### config.mk
export PLATFORM = sky130hd
export DESIGN_NAME = peak_detector_flat
export DESIGN_NICKNAME = d
export VERILOG_FILES = /design/src/rtl/peak_detector_pkg.sv /design/src/rtl/peak_detector_if.sv /design/src/rtl/peak_detector_window_counter.sv /design/src/rtl/peak_detector.sv /design/src/flat_wrapper.sv
export SDC_FILE = /design/constraint.sdc
export NUM_CORES = 1
export LEC_CHECK = 0
export BUFFER_PORTS_ARGS = -buffer_cell sky130_fd_sc_hd__buf_2
export CAP_MARGIN = 15
export CORE_MARGIN = 2
export CORE_UTILIZATION = 62
export CTS_BUF_LIST = sky130_fd_sc_hd__clkbuf_2
export DETAILED_ROUTE_END_ITERATION = 8
export PLACE_DENSITY = 0.9
export SLEW_MARGIN = 30
export SYNTH_ARGS = -nofsm -noshare
export SYNTH_HDL_FRONTEND = slang
export SYNTH_SLANG_ARGS = --single-unit
### constraint.sdc
create_clock -name clock -period 7.1 [get_ports clock]
set_input_delay 1.42 -clock clock [delete_from_list [all_inputs] [get_ports clock]]
set_output_delay 1.42 -clock clock [all_outputs]
set_load 0.03 [all_outputs]
### src/rtl/peak_detector_pkg.sv
// Shared types for the peak detector slice.
// State encodings used by the search FSM.
package peak_detector_pkg;

  typedef enum logic [1:0] {
    IDLE   = 2'd0,
    SEARCH = 2'd1,
    REPORT = 2'd2
  } state_t;

endpackage

### src/rtl/peak_detector_if.sv
// Sample/control stream in, window result out.
// master = upstream driver, slave = detector.
interface peak_detector_if #(
  parameter int DATA_WIDTH  = 18,
  parameter int INDEX_WIDTH = 10
);

  logic                   start;
  logic                   enable;
  logic [DATA_WIDTH-1:0]  dataIn;
  logic [DATA_WIDTH-1:0]  threshold;
  logic                   busy;
  logic                   done;
  logic                   peakFound;
  logic [DATA_WIDTH-1:0]  peakValue;
  logic [INDEX_WIDTH-1:0] peakIndex;

  modport master (
    output start, enable, dataIn, threshold,
    input  busy, done, peakFound,
    input  peakValue, peakIndex
  );

  modport slave (
    input  start, enable, dataIn, threshold,
    output busy, done, peakFound,
    output peakValue, peakIndex
  );

endinterface

### src/rtl/peak_detector_window_counter.sv
// Accepted-sample counter for one search window.
// last flags the advance that consumes the final slot.
module window_counter #(
  parameter int WINDOW_LENGTH = 1024,
  parameter int INDEX_WIDTH   = 10
) (
  input  logic                   clock,
  input  logic                   reset,
  input  logic                   clear,
  input  logic                   advance,
  output logic [INDEX_WIDTH-1:0] count,
  output logic                   last
);

  localparam logic [INDEX_WIDTH-1:0] LAST_COUNT =
    INDEX_WIDTH'(WINDOW_LENGTH - 1);

  assign last = advance && (count == LAST_COUNT);

  always_ff @(posedge clock) begin
    if (reset || clear)
      count <= '0;
    else if (advance)
      count <= last ? '0 : count + INDEX_WIDTH'(1);
  end

endmodule

### src/rtl/peak_detector.sv
// Windowed peak search over an unsigned magnitude stream.
// Result registers update together with the done pulse.
module peak_detector #(
  parameter int DATA_WIDTH    = 18,
  parameter int WINDOW_LENGTH = 1024,
  parameter int INDEX_WIDTH   = 10
) (
  input  logic          clock,
  input  logic          reset,
  peak_detector_if.slave bus
);

  import peak_detector_pkg::*;

  state_t                 state;
  logic [DATA_WIDTH-1:0]  thr;
  logic [DATA_WIDTH-1:0]  max_int;
  logic [INDEX_WIDTH-1:0] idx_int;
  logic                   found_int;

  logic [DATA_WIDTH-1:0]  max_nxt;
  logic [INDEX_WIDTH-1:0] idx_nxt;
  logic                   found_nxt;

  logic [INDEX_WIDTH-1:0] count;
  logic                   last;
  logic                   accept;
  logic                   open;
  logic                   hit;

  assign accept = (state == SEARCH) && bus.enable;
  assign open   = bus.start &&
                  (state == IDLE || state == REPORT);

  window_counter #(
    .WINDOW_LENGTH (WINDOW_LENGTH),
    .INDEX_WIDTH   (INDEX_WIDTH)
  ) u_cnt (
    .clock   (clock),
    .reset   (reset),
    .clear   (open),
    .advance (accept),
    .count   (count),
    .last    (last)
  );

  // Strict > keeps the earliest index on ties.
  always_comb begin
    hit = (bus.dataIn >= thr) &&
          (!found_int || bus.dataIn > max_int);
    max_nxt   = max_int;
    idx_nxt   = idx_int;
    found_nxt = found_int;
    if (hit) begin
      max_nxt   = bus.dataIn;
      idx_nxt   = count;
      found_nxt = 1'b1;
    end
  end

  always_ff @(posedge clock) begin
    if (reset) begin
      state         <= IDLE;
      thr           <= '0;
      max_int       <= '0;
      idx_int       <= '0;
      found_int     <= 1'b0;
      bus.busy      <= 1'b0;
      bus.done      <= 1'b0;
      bus.peakFound <= 1'b0;
      bus.peakValue <= '0;
      bus.peakIndex <= '0;
    end else begin
      bus.done <= 1'b0;
      unique case (state)
        IDLE: ;
        SEARCH: begin
          if (accept) begin
            max_int   <= max_nxt;
            idx_int   <= idx_nxt;
            found_int <= found_nxt;
            if (last) begin
              state         <= REPORT;
              bus.busy      <= 1'b0;
              bus.done      <= 1'b1;
              bus.peakFound <= found_nxt;
              bus.peakValue <= max_nxt;
              bus.peakIndex <= idx_nxt;
            end
          end
        end
        REPORT: begin
          if (!bus.start)
            state <= IDLE;
        end
        default: begin
          state    <= IDLE;
          bus.busy <= 1'b0;
        end
      endcase
      if (open) begin
        state     <= SEARCH;
        bus.busy  <= 1'b1;
        thr       <= bus.threshold;
        max_int   <= '0;
        idx_int   <= '0;
        found_int <= 1'b0;
      end
    end
  end

endmodule

### src/flat_wrapper.sv
// flat-port wrapper written by rule: the top's interface ports become plain ports
module peak_detector_flat import peak_detector_pkg::*;
#(
  parameter int DATA_WIDTH    = 18,
  parameter int WINDOW_LENGTH = 1024,
  parameter int INDEX_WIDTH   = 10
)
  (clock, reset, bus_start, bus_enable, bus_dataIn, bus_threshold, bus_busy, bus_done, bus_peakFound, bus_peakValue, bus_peakIndex);
  peak_detector_if #(.DATA_WIDTH(DATA_WIDTH), .INDEX_WIDTH(INDEX_WIDTH)) bus_i ();
  input  logic clock;
  input  logic reset;
  input wire logic [$bits(bus_i.start)-1:0] bus_start;
  input wire logic [$bits(bus_i.enable)-1:0] bus_enable;
  input wire logic [$bits(bus_i.dataIn)-1:0] bus_dataIn;
  input wire logic [$bits(bus_i.threshold)-1:0] bus_threshold;
  output wire logic [$bits(bus_i.busy)-1:0] bus_busy;
  output wire logic [$bits(bus_i.done)-1:0] bus_done;
  output wire logic [$bits(bus_i.peakFound)-1:0] bus_peakFound;
  output wire logic [$bits(bus_i.peakValue)-1:0] bus_peakValue;
  output wire logic [$bits(bus_i.peakIndex)-1:0] bus_peakIndex;
  assign bus_i.start = bus_start;
  assign bus_i.enable = bus_enable;
  assign bus_i.dataIn = bus_dataIn;
  assign bus_i.threshold = bus_threshold;
  assign bus_busy = bus_i.busy;
  assign bus_done = bus_i.done;
  assign bus_peakFound = bus_i.peakFound;
  assign bus_peakValue = bus_i.peakValue;
  assign bus_peakIndex = bus_i.peakIndex;
  peak_detector #(.DATA_WIDTH(DATA_WIDTH), .WINDOW_LENGTH(WINDOW_LENGTH), .INDEX_WIDTH(INDEX_WIDTH)) u_core (.clock(clock), .reset(reset), .bus(bus_i));
endmodule
==> metrics.cfg, run 1 <==
[run_status]
status = finished clean

[timing]
worst_pin_slew_ns = 0.764
hold_viol_final = 0
drv_slew = 0
clock.fmax_mhz = 272
slew_headroom_pct = 48.5
finalSetupViolations = 0
setup_slack_ns = 3.42
fin_crit_sh_pct = 51.8
rsz0062_at_grt = false
finalCriticalPeriod_ns = 3.68
fin_worst_skew_ns = 0.0328
whs_ns = 0.473
tns_ns = 0

[pwr]
p_leak_nw = 1.95
p_per_area_nw_per_um2 = 176
power.total_uw = 867
ir_drop_v = 0.000117

[cells_and_area]
finalNonFillerCells = 694
antennaDiodeCount = 0
fin_nets = 670
layout_commonest_cell = dfxtp_1
finish.instance_area_sq_um = 4930
final_util_pct = 71.8
syn2layout_area_growth_pct = 10.5
layout-drive-gt1-share_pct = 17.9
final_cell_mix = dfxtp_1 (90), buf_2 (69), a21oi_1 (59)

[critical_path]
end_kind = register
ff2ff_path_depth = 11
critPathLaunchType = input pin
crit_fanout = 19
max_stage_delay_ns = 0.54
crit_path_cell_trace = buf_2 > ha_1 > nand4_1 > nor3_2 > a21boi_2 > a22oi_2 > buf_8 > a21oi_4 > buf_16 > nor3_1 > a2111oi_2
crit_start = bus_dataIn[16]
required_ns = 7.57
cp.arrival_ns = 4.15
r2r_setup_slack_ns = 3.95
rr_endpoint = u_core.bus.peakValue[14]
cp_slowest_cell = a21oi_4
rr_startpoint = u_core.max_int[16]
worstSetupPathType = input pin to register

[clocking]
cts_tree = built
ctsHtreeMaxLevel = 3
cts.repair.resized = 0
cts.path.max_buffers = 2
cts_sinks = 90
root_buffer = clkbuf_2
worstSkewPairLatency_ns = 0.57
cts_inserted_buffers = 9
clkTransAtPathRegs_ns = 0.23
ctsHoldBuffers = 0
postCtsSetupBuffers = 0

[floorplan]
io_pins = 71
start_util_pct = 65.0
fp.dieArea_sq_um = 7890
coreArea_sq_um = 6870
row_count = 30
die_x_microns = 88.8
die-height_microns = 88.8

[drt]
dr.pass1.iters = 4
wl_microns = 10500
vias_per_cell = 5.77
ant_nets = 0
drt_iter0_markers = 253
drc = 0
wl_per_cell_microns = 15.1
via_count = 4003

[placement]
gp_congestion = 0.833
placed_area_sq_um = 4850
io_buffer_count = 70
place_inst = 678
dpl_worst_slack_ns = 2.88
dp_hpwl_microns = 7530

[yosys]
syn-instance-count = 542
ys_warn_count = 0
synth_top_area_share_pct = 40.4
avgSynthCellArea_sq_um = 8.23
synth_area_leaders = dfxtp_1 (40%), ha_1 (10%), a21oi_1 (6.7%), nor2_1 (4.8%), nand3_1 (4.0%)
ys_seq_elements = 90
synthesis.nets = 619
syn-cell-area_sq_um = 4460
seq_area_frac_synth_pct = 40.4
yosysUniqueCellTypes = 36
yosys.area.top_type = dfxtp_1

[flow_run]
maxCapViolCount = 0

[global_route]
grt.total_usage_pct = 27.7
grt.overflow.total = 0
grt_pass1_vias = 3628
grt_max_degree = 53
grt_pass1_wl_microns = 16900
antenna_found_initial = 0

[worst_hold_path]
hold_class = register to register
hold_depth = 2
hold_path_end = u_core.thr[14]
hp-start = u_core.thr[14]

-- where the power goes --
part	internal, mW	switching, mW	leakage, nW
registers	0.516	0.00610	0.729
logic	0.0502	0.0793	1.16
clock network	0.0442	0.171	0.0551
total	0.610	0.257	1.95
-- state kept, by name (all words and copies together) (netlist names) --
name	cells
u_core.bus.busy	1
u_core.bus.done	1
u_core.bus.peakFound	1
u_core.bus.peakIndex	10
u_core.bus.peakValue	18
u_core.found_int	1
u_core.idx_int	10
u_core.max_int	18
u_core.state	2
u_core.thr	18
u_core.u_cnt.count	10
-- critical path: cells and delay by family --
family                   cells  cell delay (ns)
AO/OA/AOI/OAI                4             1.28
buffers and inverters        3             0.63
AND/OR/NAND/NOR              3             0.48
adder cells (fa/ha/maj)      1             0.33
-- final cells by class --
class	instances	area, sq um
Sequential cell	90	1800
Tap cell	96	120
Inverter	38	143
Clock buffer	10	50.0
Timing Repair Buffer	75	418
Fill cell	532	1940
Multi-Input combinational cell	379	2370
Clock inverter	6	33.8
-- logic make-up (layout without fill, tap and decap cells) --
logic type	after synthesis	after routing	synth area share [%]
AOI/OAI and AO/OA	131	131	18.8
xor gates and xnor gates	8	8	1.57
adders and majority gates	37	37	10.4
buffers and inverters	73	129	6.87
DFF	90	90	40.4
muxes	13	13	2.92
and+or+nand+nor	190	190	19.1
-- cells in the mapped netlist --
master / number
dfxtp_1: 90
a2111o_1: 1
a21oi_1: 60
a21boi_2: 1
a21oi_4: 1
xor2_1: 6
nor2_1: 57
nand4_1: 6
a211oi_1: 16
o21ai_1: 1
nand3_1: 36
buf_2: 8
inv_1: 38
o21a_1: 2
mux2i_1: 13
o21ai_0: 32
buf_6: 3
a211oi_2: 1
ha_1: 37
o41ai_2: 1
and2b_1: 1
nand2_1: 48
a22o_1: 1
buf_1: 2
a21o_1: 5
clkbuf_1: 22
o2111ai_1: 1
nand2b_1: 5
a2111oi_2: 7
nor2b_1: 1
and3_1: 5
xnor2_1: 2
and2_1: 2
a22oi_2: 1
nor3_2: 1
nor3_1: 28
-- worst max-delay path by stage --
stage / endpoint / slack, ns / cells after the start
final: u_core.bus.peakValue[14] / 3.42 / 11
after CTS: u_core.bus.peakValue[14] / 3.45 / 11
after detailed placement: u_core.bus.peakValue[14] / 2.88 / 11
after global placement: u_core.bus.peakValue[1] / 2.69 / 9
after global routing: u_core.bus.peakValue[14] / 3.19 / 11
after floorplan: u_core.idx_int[0] / 3.78 / 9
-- routing by layer --
metal | track usage [%] | share of wire (%) | up-vias
met5 | 0 | 0 | -
li1 | - | - | 1983
met1 | 36.1 | 44 | 1882
met4 | 14.0 | 2.6 | 0
met3 | 3.82 | 4.4 | 23
met2 | 44.8 | 49 | 115
(Power assumes the default switching activity.)
==> run 2, diff against run 1 <==
--- a/config.mk
+++ b/config.mk
@@ -8,10 +8,10 @@
 export BUFFER_PORTS_ARGS = -buffer_cell sky130_fd_sc_hd__buf_2
 export CAP_MARGIN = 15
 export CORE_MARGIN = 2
-export CORE_UTILIZATION = 62
+export CORE_UTILIZATION = 53
 export CTS_BUF_LIST = sky130_fd_sc_hd__clkbuf_2
 export DETAILED_ROUTE_END_ITERATION = 8
-export PLACE_DENSITY = 0.9
+export PLACE_DENSITY = 0.82
 export SLEW_MARGIN = 30
 export SYNTH_ARGS = -nofsm -noshare
 export SYNTH_HDL_FRONTEND = slang
==> constraint.sdc (replaced) <==
create_clock -name clock -period 3.35 [get_ports clock]
set_input_delay 0.67 -clock clock [delete_from_list [all_inputs] [get_ports clock]]
set_output_delay 0.67 -clock clock [all_outputs]
set_load 0.03 [all_outputs]
==> metrics.cfg, run 2 (same netlist as run 1, synthesis figures left out) <==
[pwr]
intPower_mw = 1.45  ; was 610 uW
p_leak_nw = 2.00  ; was 1.95 nW
p_sw_share_pct = 27.0  ; was 29.6%
power_frac_seq_pct = 55.6  ; was 60.2%
power.switching_uw = 538  ; was 257 uW
power.total_mw = 1.99  ; was 867 uW
pwr-share-clk_pct = 30.8  ; was 24.9%
p_comb_share_pct = 13.6  ; was 14.9%
ir_drop_v = 0.000222  ; was 0.000117 V
p_per_area_nw_per_um2 = 398  ; was 176 nW/um^2

[cells_and_area]
largestRegisters = u_core.bus.peakValue x18, u_core.max_int x18, u_core.thr x18  ; unchanged
seq_area_sq_um = 1800  ; unchanged
layout-drive-gt1-share_pct = 18.5  ; was 17.9%
finish.instance_area_sq_um = 5010  ; was 4930 sq um
nFillCells = 742  ; was 532
final_cell_mix = dfxtp_1 (90), buf_2 (70), a21oi_1 (59)  ; was dfxtp_1 (90), buf_2 (69), a21oi_1 (59)
fin_nets = 678  ; was 670
finalNonFillerCells = 711  ; was 694
final_util_pct = 61.3  ; was 71.8%
layout_commonest_cell = dfxtp_1  ; unchanged
antennaDiodeCount = 0  ; unchanged
multiInputGateArea_sq_um = 2360  ; was 2370 sq um
syn2layout_area_growth_pct = 12.3  ; was 10.5%

[global_route]
grt_pass1_wl_microns = 17600  ; was 16,900 microns
grt_max_degree = 52  ; was 53
grt_pass1_vias = 3719  ; was 3,628
antenna_found_initial = 0  ; unchanged
grt.overflow.total = 0  ; unchanged
grt.total_usage_pct = 25.0  ; was 27.7%

[clocking]
ctsHoldBuffers = 0  ; unchanged
cts_tree = built  ; unchanged
clkTransAtPathRegs_ns = 0.24  ; was 0.23 ns
root_buffer = clkbuf_2  ; unchanged
cts.path.max_buffers = 2  ; unchanged
postCtsSetupBuffers = 0  ; unchanged
cts.repair.resized = 0  ; unchanged
cts_inserted_buffers = 9  ; unchanged
cts_sinks = 90  ; unchanged
ctsHtreeMaxLevel = 3  ; unchanged
worstSkewPairLatency_ns = 0.55  ; was 0.57 ns

[critical_path]
ff2ff_path_depth = 9  ; was 11
crit_fanout = 16  ; was 19
cp_slowest_cell = a22o_1  ; was a21oi_4
end_kind = register  ; unchanged
crit_path_cell_trace = inv_1 > ha_1 > nand2_1 > o21a_1 > o2111ai_1 > a22o_1 > buf_4 > nand3_1 > a21oi_1  ; was buf_2 > ha_1 > nand4_1 > nor3_2 > a21boi_2 > a22oi_2 > buf_8 > a21oi_4 > buf_16 > nor3_1 > a2111oi_2
cp.arrival_ns = 3.01  ; was 4.15 ns
critPathLaunchType = register  ; was input pin
worstSetupPathType = register to register  ; was input pin to register
max_stage_delay_ns = 0.55  ; was 0.54 ns
required_ns = 3.83  ; was 7.57 ns

[placement]
place_inst = 695  ; was 678
gp_congestion = 0.857  ; was 0.833
dp_hpwl_microns = 7610  ; was 7530 microns
io_buffer_count = 70  ; unchanged
placed_area_sq_um = 4880  ; was 4850 sq um
dpl_worst_slack_ns = 0.405  ; was 2.88 ns

[timing]
setup_slack_ns = 0.820  ; was 3.42 ns
hold_viol_final = 0  ; unchanged
finalSetupViolations = 0  ; unchanged
slew_headroom_pct = 57.3  ; was 48.5%
whs_ns = 0.314  ; was 0.473 ns
fin_crit_sh_pct = 75.5
fin_worst_skew_ns = 0.0286  ; was 0.0328 ns
finalCriticalPeriod_ns = 2.53
drv_slew = 0  ; unchanged
rsz0062_at_grt = false  ; unchanged
worst_pin_slew_ns = 0.634  ; was 0.764 ns
tns_ns = 0  ; unchanged
clock.fmax_mhz = 395

[flow_run]
maxCapViolCount = 0  ; unchanged

[drt]
drt_iter0_markers = 256  ; was 253
dr.pass1.iters = 7  ; was 4
vias_per_cell = 5.69  ; was 5.77
drc = 0  ; unchanged
ant_nets = 0  ; unchanged
via_count = 4044  ; was 4,003
wl_microns = 10800  ; was 10,500 microns
wl_per_cell_microns = 15.2  ; was 15.1 microns

[floorplan]
io_pins = 71  ; unchanged
fp.dieArea_sq_um = 9170  ; was 7890 sq um
die-height_microns = 95.8  ; was 88.8 microns
die_x_microns = 95.8  ; was 88.8 microns
row_count = 33  ; was 30
coreArea_sq_um = 8180  ; was 6870 sq um
start_util_pct = 54.6  ; was 65.0%

[run_status]
status = finished clean  ; unchanged

[worst_hold_path]
hold_class = input pin to register  ; was register to register
hold_depth = 3  ; was 2

-- run 2: worst max-delay path: cells and delay by family, from the launching register on --
family | cells | cell delay, ns
compound gates | 4 | 1.18
flops | 1 | 0.43
buf+inv | 2 | 0.38
fa+ha+maj | 1 | 0.27
simple gates | 2 | 0.19
-- run 2: final timing paths --
path	start	end	slack, ns
worst max-delay path	u_core.max_int[12]	u_core.max_int[1]	0.82
worst min-delay path	bus_threshold[17]	u_core.thr[17]	0.31
worst max register to register	u_core.max_int[12]	u_core.max_int[1]	0.82
worst min register to register	u_core.thr[14]	u_core.thr[14]	0.47
-- run 2: final cells by class --
cell class | count | share of cell area, %
repair buffers | 83 | 8.94
inverters | 38 | 2.85
flip-flops and latches | 90 | 36.0
clock buffers | 13 | 1.30
well taps | 105 | 2.62
clock inverters | 3 | 1.27
multi-input cells | 379 | 47.1
-- run 2: power by group through the flow --
stage	Combinational, mW	Clock [mW]	Sequential, mW
after floorplan	0.185	0	1.13
after global placement	0.259	0	1.13
after detailed placement	0.268	0	1.13
after CTS	0.270	0.624	1.11
after global routing	0.304	0.670	1.11
final	0.272	0.614	1.11
-- run 2: layer usage --
| metal | up-vias | part of all wire (%) | track usage, % |
|---|---|---|---|
| met5 | - | 0 | 0 |
| met2 | 118 | 49 | 41.6 |
| li1 | 1993 | - | - |
| met1 | 1913 | 43 | 32.1 |
| met3 | 20 | 5.1 | 3.92 |
| met4 | 0 | 2.3 | 10.5 |
==> run 3, diff against run 2 <==
--- a/config.mk
+++ b/config.mk
@@ -8,10 +8,10 @@
 export BUFFER_PORTS_ARGS = -buffer_cell sky130_fd_sc_hd__buf_2
 export CAP_MARGIN = 15
 export CORE_MARGIN = 2
-export CORE_UTILIZATION = 53
+export CORE_UTILIZATION = 59
 export CTS_BUF_LIST = sky130_fd_sc_hd__clkbuf_2
 export DETAILED_ROUTE_END_ITERATION = 8
-export PLACE_DENSITY = 0.82
+export PLACE_DENSITY = 0.87
 export SLEW_MARGIN = 30
 export SYNTH_ARGS = -nofsm -noshare
 export SYNTH_HDL_FRONTEND = slang
==> constraint.sdc (replaced) <==
create_clock -name clock -period 2.5 [get_ports clock]
set_input_delay 0.5 -clock clock [delete_from_list [all_inputs] [get_ports clock]]
set_output_delay 0.5 -clock clock [all_outputs]
set_load 0.03 [all_outputs]
==> metrics.cfg, run 3 (same netlist as run 1, synthesis figures left out) <==
[timing]
finalCriticalPeriod_ns = 2.38  ; was 2.53 ns
fin_crit_sh_pct = 95.1  ; was 75.5%
worst_pin_slew_ns = 0.602  ; was 0.634 ns
fin_worst_skew_ns = 0.0305  ; was 0.0286 ns
hold_viol_final = 0  ; unchanged
finalSetupViolations = 0  ; unchanged
clock.fmax_mhz = 421  ; was 395 MHz
tns_ns = 0  ; unchanged
drv_slew = 0  ; unchanged
setup_slack_ns = 0.123  ; was 0.820 ns
slew_headroom_pct = 59.8  ; was 57.3%

[cells_and_area]
final_cell_mix = dfxtp_1 (86), buf_2 (70), a21oi_1 (59)  ; was dfxtp_1 (90), buf_2 (70), a21oi_1 (59)
fin_nets = 685  ; was 678
nFillCells = 581  ; was 742
finish.instance_area_sq_um = 5150  ; was 5010 sq um
antennaDiodeCount = 0  ; unchanged
layout_commonest_cell = dfxtp_1  ; unchanged
final_util_pct = 70.7  ; was 61.3%
layout-drive-gt1-share_pct = 20.7  ; was 18.5%
syn2layout_area_growth_pct = 15.5  ; was 12.3%
largestRegisters = u_core.bus.peakValue x18, u_core.max_int x18, u_core.thr x18  ; unchanged

[floorplan]
coreArea_sq_um = 7290  ; was 8180 sq um
die_x_microns = 91.0  ; was 95.8 microns
start_util_pct = 61.2  ; was 54.6%
fp.dieArea_sq_um = 8280  ; was 9170 sq um
die-height_microns = 91.0  ; was 95.8 microns
io_pins = 71  ; unchanged
row_count = 31  ; was 33

[placement]
io_buffer_count = 70  ; unchanged
placed_area_sq_um = 4980  ; was 4880 sq um
dpl_worst_slack_ns = -0.0985  ; was 0.405 ns
gp_congestion = 0.886  ; was 0.857
dp_hpwl_microns = 7840  ; was 7610 microns

[clocking]
root_buffer = clkbuf_2  ; unchanged
worstSkewPairLatency_ns = 0.58  ; was 0.55 ns
cts_sinks = 90  ; unchanged
cts.path.max_buffers = 2  ; unchanged
cts_tree = built  ; unchanged
clkTransAtPathRegs_ns = 0.27  ; was 0.24 ns
ctsHtreeMaxLevel = 3  ; unchanged
cts_inserted_buffers = 9  ; unchanged

[critical_path]
cp_slowest_cell = dfxtp_1  ; was a22o_1
required_ns = 2.99  ; was 3.83 ns
r2r_setup_slack_ns = 0.12  ; was 0.82 ns
ff2ff_path_depth = 10  ; was 9
worstSetupPathType = register to register  ; unchanged
crit_path_cell_trace = inv_1 > ha_1 > nand4_1 > a211oi_1 > a2111o_1 > a22oi_2 > a21oi_4 > buf_12 > mux2i_1 > a211oi_1  ; was inv_1 > ha_1 > nand2_1 > o21a_1 > o2111ai_1 > a22o_1 > buf_4 > nand3_1 > a21oi_1
crit_fanout = 15  ; was 16
critPathTopFamily = compound AO/OA/AOI/OAI gates  ; unchanged
cpMostUsedCell = a211oi_1
end_kind = register  ; unchanged
cp.arrival_ns = 2.87  ; was 3.01 ns
critPathLaunchType = register  ; unchanged
max_stage_delay_ns = 0.43  ; was 0.55 ns
rr_startpoint = u_core.max_int[7]  ; was u_core.max_int[12]
critPathBufInv = 2  ; unchanged
rr_endpoint = u_core.bus.peakValue[12]  ; was u_core.max_int[1]

[drt]
drc = 0  ; unchanged
wl_per_cell_microns = 16.0  ; was 15.2 microns
wl_microns = 11400  ; was 10,800 microns
drt_iter0_markers = 419  ; was 256
dr.pass1.iters = 6  ; was 7
vias_per_cell = 5.90  ; was 5.69
ant_nets = 0  ; unchanged
via_count = 4203  ; was 4,044

[global_route]
grt.total_usage_pct = 26.8  ; was 25.0%
grt_pass1_wl_microns = 18000  ; was 17,600 microns
antenna_found_initial = 0  ; unchanged
grt_pass1_vias = 3901  ; was 3,719
grt.overflow.total = 0  ; unchanged
grt_max_degree = 52  ; unchanged

[pwr]
p_per_area_nw_per_um2 = 517  ; was 398 nW/um^2
ir_drop_v = 0.000256  ; was 0.000222 V
p_leak_nw = 2.06  ; was 2.00 nW

[worst_hold_path]
hold_class = input pin to register  ; unchanged
hold_path_end = u_core.thr[3]  ; was u_core.thr[17]
hp-start = bus_threshold[3]  ; was bus_threshold[17]
hold_depth = 3  ; unchanged

[run_status]
status = finished clean  ; unchanged

[flow_run]
maxCapViolCount = 0  ; unchanged

-- run 3: cell count changes in the layout (fill, tap and decap cells not counted), sizes merged --
cell,delta
clkinv,+3
buf,+6
clkbuf,-3
inv,+1
bufinv,-1
clkinvlp,+1
-- run 3: layer usage --
metal / GRT usage (%) / up-vias / wire length, microns
li1: - / 2011 / -
met1: 34.0 / 1972 / 4720
met2: 44.9 / 192 / 5570
met3: 4.15 / 28 / 827
met4: 12.1 / 0 / 275
met5: 0 / - / 0
-- run 3: worst max-delay path by stage --
stage,start,end,slack (ns),cells after the start
after global routing,u_core.max_int[5],u_core.bus.peakValue[12],-0.02,10
after CTS,u_core.max_int[5],u_core.bus.peakValue[13],0.13,10
final,u_core.max_int[7],u_core.bus.peakValue[12],0.12,10
after global placement,bus_dataIn[5],u_core.bus.peakValue[8],0.009,10
after floorplan,bus_dataIn[7],u_core.idx_int[0],0.10,9
after detailed placement,bus_dataIn[5],u_core.bus.peakValue[2],-0.1,11
-- run 3: per-stage QoR --
stage	hold slack, ns	std cells	total power, mW
floorplan	0.436	542	1.76
global placement	0.446	695	1.87
detailed placement	0.451	695	1.90
CTS	0.0907	711	2.64
global route	0.125	712	2.75
finish	0.124	712	2.66
-- run 3: what timing repair did --
item,in CTS,in global routing
gates resized for setup,0,8
buffers inserted,0,0
endpoints found under the setup margin,0,28
hold buffers,0,0
-- run 3: final cells by class --
| cell class | count | area (sq um) | share of cell area [%] |
|---|---|---|---|
| clock buffer | 9 | 45.0 | 0.874 |
| clock inverter | 7 | 77.6 | 1.50 |
| inverter | 38 | 143 | 2.77 |
| multi-input combinational | 379 | 2370 | 46.1 |
| sequential | 90 | 1810 | 35.0 |
| tap | 99 | 124 | 2.40 |
| timing repair buffer | 90 | 584 | 11.3 |
-- run 3: worst register-to-register path: cells and delay by family (launching register included) --
family	cells	cell delay, ns
buffers and inverters	2	0.23
muxes	1	0.13
AOI/OAI and AO/OA	5	1.04
adders and majority gates	1	0.30
and+or+nand+nor	1	0.16
DFF	1	0.43
-- run 3: power breakdown --
part | internal [mW] | total [mW] | switching (mW)
Clock | 0.238 | 0.773 | 0.534
Sequential | 1.47 | 1.48 | 0.0174
Combinational | 0.169 | 0.408 | 0.239
